[src/rtl/uart_sys_pkg.sv]
// rtl/uart_sys_pkg.sv - opcodes and FSM state encoding shared by the UART command controller
package uart_sys_pkg;

  localparam logic [7:0] OP_WR = 8'hAA;
  localparam logic [7:0] OP_RD = 8'hBB;

  typedef enum logic [2:0] {
    ST_IDLE    = 3'd0,
    ST_WR_ADDR = 3'd1,
    ST_WR_DATA = 3'd2,
    ST_RD_ADDR = 3'd3,
    ST_RD_WAIT = 3'd4,
    ST_TX_REQ  = 3'd5
  } state_t;

  // States in which the inter-byte timeout is running.
  function automatic logic timer_runs(state_t s);
    return (s == ST_WR_ADDR) || (s == ST_WR_DATA) ||
           (s == ST_RD_ADDR) || (s == ST_RD_WAIT);
  endfunction

endpackage

[src/rtl/uart_ctrl_timer.sv]
// rtl/uart_ctrl_timer.sv - clearable, enableable inter-byte timeout counter
// Ports:
//   clk, rst    : clock, async active-high reset
//   clr         : return count to zero (has priority over en)
//   en          : count up by one this cycle
//   expired     : count has reached timeoutCycles (count saturates there)
module uart_ctrl_timer #(
  parameter int timeoutCycles = 1023
) (
  input  logic clk,
  input  logic rst,
  input  logic clr,
  input  logic en,
  output logic expired
);

  localparam int CntWidth = $clog2(timeoutCycles + 1);
  localparam logic [CntWidth-1:0] CntMax = CntWidth'(timeoutCycles);

  logic [CntWidth-1:0] cnt_q, cnt_d;

  always_comb begin
    cnt_d = cnt_q;
    if (clr) begin
      cnt_d = '0;
    end else if (en && (cnt_q != CntMax)) begin
      cnt_d = cnt_q + CntWidth'(1);
    end
  end

  always_ff @(posedge clk or posedge rst) begin
    if (rst) begin
      cnt_q <= '0;
    end else begin
      cnt_q <= cnt_d;
    end
  end

  assign expired = (cnt_q == CntMax);

endmodule

[src/rtl/uart_sys_ctrl.sv]
// rtl/uart_sys_ctrl.sv - UART command framer driving the system register file
// Ports:
//   clk, rst                 : clock, async active-high reset
//   rx_p_data / rx_d_valid   : received byte and its one-cycle valid pulse
//   tx_busy                  : transmitter busy
//   tx_p_data / tx_d_valid   : read-back byte and transmit request
//   rf_addr, rf_wr_en, rf_wr_data, rf_rd_en : register file command side
//   rf_rd_data / rf_rd_valid : register file read return
//   cmd_error                : one-cycle pulse on bad opcode, timeout or dropped byte
module uart_sys_ctrl
  import uart_sys_pkg::*;
#(
  parameter int dataWidth     = 8,
  parameter int addrWidth     = 4,
  parameter int timeoutCycles = 1023
) (
  input  logic                 clk,
  input  logic                 rst,
  input  logic [dataWidth-1:0] rx_p_data,
  input  logic                 rx_d_valid,
  input  logic                 tx_busy,
  output logic [dataWidth-1:0] tx_p_data,
  output logic                 tx_d_valid,
  output logic [addrWidth-1:0] rf_addr,
  output logic                 rf_wr_en,
  output logic [dataWidth-1:0] rf_wr_data,
  output logic                 rf_rd_en,
  input  logic [dataWidth-1:0] rf_rd_data,
  input  logic                 rf_rd_valid,
  output logic                 cmd_error
);

  state_t               state_q, state_d;
  logic [dataWidth-1:0] tx_p_data_q, tx_p_data_d;
  logic                 tx_d_valid_q, tx_d_valid_d;
  logic [addrWidth-1:0] rf_addr_q, rf_addr_d;
  logic                 rf_wr_en_q, rf_wr_en_d;
  logic [dataWidth-1:0] rf_wr_data_q, rf_wr_data_d;
  logic                 rf_rd_en_q, rf_rd_en_d;
  logic                 cmd_error_q, cmd_error_d;
  logic                 busy_prev_q;
  logic                 timer_clr, timer_en, timer_expired;

  // A rising edge of tx_busy is the transmitter taking our byte; a level that
  // is already high belongs to a previous byte and keeps the request pending.
  logic tx_accept;
  assign tx_accept = tx_busy && !busy_prev_q;

  always_comb begin
    state_d      = state_q;
    tx_p_data_d  = tx_p_data_q;
    rf_addr_d    = rf_addr_q;
    rf_wr_data_d = rf_wr_data_q;
    rf_wr_en_d   = 1'b0;
    rf_rd_en_d   = 1'b0;
    cmd_error_d  = 1'b0;
    case (state_q)
      ST_IDLE: begin
        if (rx_d_valid) begin
          if (rx_p_data == dataWidth'(OP_WR))      state_d = ST_WR_ADDR;
          else if (rx_p_data == dataWidth'(OP_RD)) state_d = ST_RD_ADDR;
          else                                     cmd_error_d = 1'b1;
        end
      end
      ST_WR_ADDR: begin
        if (rx_d_valid) begin
          rf_addr_d = rx_p_data[addrWidth-1:0];
          state_d   = ST_WR_DATA;
        end else if (timer_expired) begin
          cmd_error_d = 1'b1;
          state_d     = ST_IDLE;
        end
      end
      ST_WR_DATA: begin
        if (rx_d_valid) begin
          rf_wr_data_d = rx_p_data;
          rf_wr_en_d   = 1'b1;
          state_d      = ST_IDLE;
        end else if (timer_expired) begin
          cmd_error_d = 1'b1;
          state_d     = ST_IDLE;
        end
      end
      ST_RD_ADDR: begin
        if (rx_d_valid) begin
          rf_addr_d  = rx_p_data[addrWidth-1:0];
          rf_rd_en_d = 1'b1;
          state_d    = ST_RD_WAIT;
        end else if (timer_expired) begin
          cmd_error_d = 1'b1;
          state_d     = ST_IDLE;
        end
      end
      ST_RD_WAIT: begin
        cmd_error_d = rx_d_valid;
        // Returned data takes precedence over a simultaneous timeout.
        if (rf_rd_valid) begin
          tx_p_data_d = rf_rd_data;
          state_d     = ST_TX_REQ;
        end else if (timer_expired) begin
          cmd_error_d = 1'b1;
          state_d     = ST_IDLE;
        end
      end
      ST_TX_REQ: begin
        cmd_error_d = rx_d_valid;
        if (tx_accept) state_d = ST_IDLE;
      end
      default: state_d = ST_IDLE;
    endcase
    tx_d_valid_d = (state_d == ST_TX_REQ);
  end

  // Every accepted byte and every timeout changes state, so a state change is
  // exactly the set of events that restart the inter-byte window.
  assign timer_clr = (state_d != state_q);
  assign timer_en  = timer_runs(state_q);

  uart_ctrl_timer #(
    .timeoutCycles(timeoutCycles)
  ) u_timer (
    .clk     (clk),
    .rst     (rst),
    .clr     (timer_clr),
    .en      (timer_en),
    .expired (timer_expired)
  );

  always_ff @(posedge clk or posedge rst) begin
    if (rst) begin
      state_q      <= ST_IDLE;
      tx_p_data_q  <= '0;
      tx_d_valid_q <= 1'b0;
      rf_addr_q    <= '0;
      rf_wr_en_q   <= 1'b0;
      rf_wr_data_q <= '0;
      rf_rd_en_q   <= 1'b0;
      cmd_error_q  <= 1'b0;
      busy_prev_q  <= 1'b0;
    end else begin
      state_q      <= state_d;
      tx_p_data_q  <= tx_p_data_d;
      tx_d_valid_q <= tx_d_valid_d;
      rf_addr_q    <= rf_addr_d;
      rf_wr_en_q   <= rf_wr_en_d;
      rf_wr_data_q <= rf_wr_data_d;
      rf_rd_en_q   <= rf_rd_en_d;
      cmd_error_q  <= cmd_error_d;
      busy_prev_q  <= tx_busy;
    end
  end

  assign tx_p_data  = tx_p_data_q;
  assign tx_d_valid = tx_d_valid_q;
  assign rf_addr    = rf_addr_q;
  assign rf_wr_en   = rf_wr_en_q;
  assign rf_wr_data = rf_wr_data_q;
  assign rf_rd_en   = rf_rd_en_q;
  assign cmd_error  = cmd_error_q;

endmodule

[config.mk]
export PLATFORM = sky130hd
export DESIGN_NAME = uart_sys_ctrl
export DESIGN_NICKNAME = d
export VERILOG_FILES = /design/src/rtl/uart_sys_pkg.sv /design/src/rtl/uart_ctrl_timer.sv /design/src/rtl/uart_sys_ctrl.sv
export SDC_FILE = /design/constraint.sdc
export NUM_CORES = 1
export LEC_CHECK = 0
export BUFFER_PORTS_ARGS = -buffer_cell sky130_fd_sc_hd__buf_2
export CAP_MARGIN = 20
export CORE_MARGIN = 10
export CORE_UTILIZATION = 45
export CTS_CLUSTER_DIAMETER = 60
export DETAILED_ROUTE_END_ITERATION = 10
export GPL_ROUTABILITY_DRIVEN = 1
export PLACE_DENSITY = 0.69
export SLEW_MARGIN = 20
export SYNTH_ARGS = -nofsm -noshare
export SYNTH_HDL_FRONTEND = slang
export SYNTH_SLANG_ARGS = --single-unit
[constraint.sdc]
create_clock -name clk -period 4.05 [get_ports clk]
set_clock_uncertainty 0.05 [all_clocks]
set_input_delay 0.6075 -clock clk [delete_from_list [all_inputs] [get_ports clk]]
set_output_delay 0.6075 -clock clk [all_outputs]
set_load 0.02 [all_outputs]
# After elaboration in Yosys (flattened, before gate mapping)
# Index checks and enable logic that the tools add are counted.
[op_classes] add_sub_neg=1 eq_ne=11 mux=23 reduce_logical=13
[ops] cell="3-bit two-way mux" n=9
[ops] cell="10-bit two-way mux" n=2
[ops] cell="3-bit one-hot mux with 6 select lines" n=1
[ops] cell="8-bit == test (second input constant)" n=2
[ops] cell="10-bit by 1-bit adder with 10-bit output (second input constant)" n=1
[ops] cell="10-bit == test (second input constant)" n=1
[ops] cell="1-bit two-way mux" n=10
[ops] cell="10-bit inequality test (second input constant)" n=1
[ops] cell="3-bit == test (second input constant)" n=3
[ops] cell="3-bit by 2-bit == test with 1-bit output (second input constant)" n=2
[ops] cell="2-bit AND reduction" n=3
[ops] cell="1-bit one-hot mux with 4 select lines" n=1
[ops] cell="3-bit by 1-bit == test with 1-bit output (second input constant)" n=1
[ops] cell="3-bit zero test" n=1
[ops] cell="1-bit logical OR" n=3
[ops] cell="3-bit inequality test" n=1
[ops] cell="3-bit OR reduction" n=1
[ops] cell="1-bit logical AND" n=2
[ops] cell="2-bit nonzero test" n=1
[ops] cell="2-bit OR reduction" n=1
[ops] cell="1-bit zero test" n=1
[totals] ff_bits=38 input_bits=21 output_inout_bits=24 elab_cells=58

# Logic depth before layout (Yosys ltp)
[logic_depth] ltp_word=7 mapped_depth=6 mapped_depth_nobuf=6

# Hierarchy
# A second synthesis with hierarchy kept.
[unflattened] hier_cells=169 hier_area_um2=1870.5
[modules_own_cells] module="uart_sys_ctrl" instances=1 cells_each=103 area_per_inst_um2=1234.9 seq_area_each_um2=700.7
[modules_own_cells] module="uart_ctrl_timer" instances=1 cells_each=66 area_per_inst_um2=635.6 seq_area_each_um2=250.2

# Least setup slack after synthesis
# No wires, ideal clock.
[synth_timing] path_type="input to register" startpoint="input rx_p_data[6]" endpoint="register u_timer.cnt_q[0]" setup_time_ns=0.136 arrival_ns=1.492 required_time_ns=3.864 slack_ns=2.372 path_stages=5 path_buffers=0 cell_sequence="nand4b_1 o41ai_1 nand2_1 o221ai_4 nor3_2"
[synth_between] elab_chain_cells=7 word_cells_on_any_way=9 cone_classes="eq/ne (3); mux (5); reduce/logical (1)"
[synth_rtl] item="start, declared" line="uart_sys_ctrl.sv:19" text="input logic [dataWidth-1:0] rx_p_data,"
[synth_rtl] item="8-bit == test" line="uart_sys_ctrl.sv:61" text="else if (rx_p_data == dataWidth'(OP_RD)) state_d = ST_RD_ADDR;"
[synth_rtl] item="3-bit two-way mux" line="uart_sys_ctrl.sv:61"
[synth_rtl] item="3-bit two-way mux (*)" line="uart_sys_ctrl.sv:60" text="if (rx_p_data == dataWidth'(OP_WR)) state_d = ST_WR_ADDR;"
[synth_rtl] item="3-bit two-way mux (*)" line="uart_sys_ctrl.sv:59" text="if (rx_d_valid) begin"
[synth_rtl] item="3-bit one-hot mux with 6 select lines (*)" line="uart_sys_ctrl.sv:57" text="case (state_q)"
[synth_rtl] item="3-bit inequality test (*)" line="uart_sys_ctrl.sv:116" text="assign timer_clr = (state_d != state_q);"
[synth_rtl] item="10-bit two-way mux or 2-bit nonzero test (tied branches)"
[synth_rtl] item="end signal, assigned" line="uart_ctrl_timer.sv:35" text="cnt_q <= cnt_d;"
[synth_rtl] item="end, declared" line="uart_ctrl_timer.sv:20" text="logic [CntWidth-1:0] cnt_q, cnt_d;"
# Mark *: on every way between the ends. The rest lies on a longest branch, timed or not.
# A chain may end at the register's enable or synchronous reset.

# Worst setup path after layout
[layout_timing] startpoint="register u_timer.cnt_q[0]" endpoint="register u_timer.cnt_q[8]"
[layout_between] elab_chain_cells=6 word_cells_on_any_way=14 cone_classes="add/sub (1); eq/ne (3); mux (8); reduce/logical (2)"
[layout_rtl] item="10-bit == test" line="uart_ctrl_timer.sv:39" text="assign expired = (cnt_q == CntMax);"
[layout_rtl] item="3-bit two-way mux"
[layout_rtl] item="3-bit two-way mux (on tied branches)"
[layout_rtl] item="3-bit one-hot mux with 6 select lines" line="uart_sys_ctrl.sv:57"
[layout_rtl] item="3-bit inequality test" line="uart_sys_ctrl.sv:116"
[layout_rtl] item="10-bit two-way mux or 2-bit nonzero test (tied branches)"
# Several ways; a longest one is shown, not always the timed one. The select of a mux whose other input is x is not followed.

==> impl_metrics.env <==
export IMPL_mappedNetlistArea_um2=1877
export IMPL_synth_yosys_warnings=0
export IMPL_i_o_pins=45
export IMPL_post_route_cells_drive_above_1_share_pct=43.07
export IMPL_seq_area_frac_synth_pct=50.67
export IMPL_filler_cell_count=382
export IMPL_core_um2=4029
export IMPL_cts_repair_resizes=0
export IMPL_fp_dieArea_um2=7154
export IMPL_routability_cong=0.8451
export IMPL_post_synth_cell_area_avg_um2=12.19
export IMPL_postLayoutCoreUtil_pct=55.62
export IMPL_timing_fmax_mhz=529.8
export IMPL_grt_overflow=0
export IMPL_detail_route_vias_per_cell=5.460
export IMPL_synthFlopType="dfrtp_1"
export IMPL_placementRows=23
export IMPL_mostFrequentLayoutCells="44 x buf_2, 38 x dfrtp_1, 15 x mux2_2, 13 x nand2_1, 11 x nor3_2"
export IMPL_setup_tns_ns=0
export IMPL_die_x_um=84.58
export IMPL_grt_util_all_layers_pct=12.01
export IMPL_largest_net_degree_at_the_start_of_global_routing=28
export IMPL_total_power_mw=1.635
export IMPL_worst_ep_arrival_time_ns=2.00
export IMPL_grt_antenna_before_repair=0
export IMPL_final_period_utilization_pct=46.61
export IMPL_grt_pass1_wl_um=7224
export IMPL_power_density_nw_per_um2=729.8
export IMPL_cts_buffers=5
export IMPL_finished_layout_cell_area_um2=2241
export IMPL_cp_end_kind="flop"
export IMPL_final_nets=223
export IMPL_post_cts_repair_setup_buffers=0
export IMPL_dr_vias=1376
export IMPL_placed_cell_area_um2=2127
export IMPL_cp_required_ns=4.17
export IMPL_number_of_buffers_on_the_longest_clock_path=2
export IMPL_clkLatencyLatePin_ns=0.29
export IMPL_cts_root_buffer_cell="clkbuf_8"
export IMPL_cp_start_kind="flop"
export IMPL_synth_area_leader="dfrtp_1"
export IMPL_slew_headroom_pct=67.05
export IMPL_min_period_ns=1.888
export IMPL_run_status="completed"
export IMPL_htree_levels=2
export IMPL_timing_hold_worst_class="input port to asynchronous set/reset pin"
export IMPL_synth_top_cell_area_share_pct=50.67
export IMPL_clkTransAtPathRegs_ns=0.08
export IMPL_postRouteWirelength_um=3829
export IMPL_yosysUniqueCellTypes=38
export IMPL_detail_route_first_pass_iterations=5
export IMPL_grt_pass1_vias=1487
export IMPL_worst_slew_pin_transition_ns=0.4942
export IMPL_cts_hold_repair_buffers=0
export IMPL_ff2ff_path_depth=5
export IMPL_drv_max_cap_violation_count=0
export IMPL_antenna_cells=0
export IMPL_synth_top_cells_by_area="dfrtp_1 51%, mux2_2 9.0%, nor3_2 5.9%, mux2i_1 2.7%, nand2_1 2.6%"
export IMPL_drv_slew=0
export IMPL_detailedRoute_firstIterationViolations=129
export IMPL_worst_setup_path_type="flop to flop"
export IMPL_timing_critical_path_fanout_max=10
export IMPL_synth_cells=154
export IMPL_ys_seq_elements=38
export IMPL_postSynth_asyncResetShare_pct=100.0
export IMPL_syn2layout_area_growth_pct=19.40
export IMPL_place_hpwl_um=2953
export IMPL_clkSinkCount=38
export IMPL_finalSetupViolations=0
export IMPL_mappedNetlistNets=176
export IMPL_buffer_ports_inserted=44
export IMPL_total_leakage_power_nw=1.075
export IMPL_grt_setup_unrepaired="no"
export IMPL_synth_edff_count=0
export IMPL_die_h_um=84.58
export IMPL_initial_util_pct=46.58
export IMPL_finalHoldViolCount=0
export IMPL_mostFrequentLayoutCell="buf_2"
export IMPL_cts_tree="yes"
export IMPL_max_vdd_ir_drop_uv=337.6
export IMPL_postRouteAntennaNets=0
export IMPL_remaining_drcs=0
export IMPL_routedWlPerCell_um=15.19
==> sequential cells by signal, indices dropped and copies added (netlist names) <==
register / flops
rf_addr: 4
rf_wr_en: 1
u_timer.cnt_q: 10
rf_rd_en: 1
tx_d_valid: 1
cmd_error: 1
rf_wr_data: 8
busy_prev_q: 1
state_q: 3
tx_p_data: 8
==> layout make-up <==
type / instances / area, um^2 / area share [%]
clock buffers: 5 / 68.82 / 3.071
inverters: 5 / 18.77 / 0.8375
flip-flops and latches: 38 / 950.9 / 42.43
clock inverters: 3 / 45.04 / 2.010
multi-input cells: 106 / 867.1 / 38.69
well taps: 50 / 62.56 / 2.792
repair buffers: 45 / 227.7 / 10.16
==> power by group <==
group / internal, mW / switching [mW]
logic: 0.277 / 0.412
registers: 0.515 / 0.108
clock network: 0.183 / 0.141
==> critical path, cell delays in order, from the launching register on <==
cell,delay [ns]
dfrtp_1,0.39
ha_1,0.23
and4_1,0.28
nand3_2,0.23
o221ai_4,0.50
nor3_2,0.09
==> kinds of logic (layout without fill, tap and decap cells) <==
group,after synthesis,after routing,share of synthesized area (%)
AO/OA/AOI/OAI,15,15,6.934
XOR/XNOR,5,5,2.333
adder cells (fa/ha/maj),1,1,0.6666
buffers and inverters,10,58,3.134
flip-flops,38,38,50.67
multiplexers,24,24,14.07
AND/OR/NAND/NOR,61,61,22.20
==> final timing paths <==
path                                        from                to  slack [ns]
worst max-delay path            u_timer.cnt_q[0]  u_timer.cnt_q[8]        2.16
worst min-delay path                         rst        tx_d_valid        0.24
worst max register to register  u_timer.cnt_q[0]  u_timer.cnt_q[8]        2.16
worst min register to register     rf_wr_data[3]     rf_wr_data[3]        0.43
max in group asynchronous                    rst  u_timer.cnt_q[6]        3.01
min in group clk                         tx_busy       busy_prev_q        0.40
==> cells in the mapped netlist, drive strengths merged, types with 4 or more instances <==
cell type	number
xor2	4
and3	5
mux2i	5
nand3	10
nor3	15
dfrtp	38
nand2	13
inv	5
mux2	19
buf	5
a21oi	4
nor2	7
==> routing by layer <==
metal | global-route usage [%] | routed length [um] | up-vias
met5 | 0 | 0 | -
met4 | 4.192 | 76 | 0
met3 | 4.831 | 330 | 8
met2 | 19.70 | 1828 | 55
met1 | 13.80 | 1593 | 661
li1 | - | - | 652
==> metrics by stage <==
stage          std cells  hold slack (ns)  worst slack (ns)
2_1_floorplan        154           0.5028             2.372
3_3_place_gp         244           0.4114             2.085
3_5_place_dp         244           0.4192             2.067
4_1_cts              252           0.2492             2.146
5_1_grt              252           0.2738             1.990
6_report             252           0.2425             2.162
(Power assumes the default switching activity.)
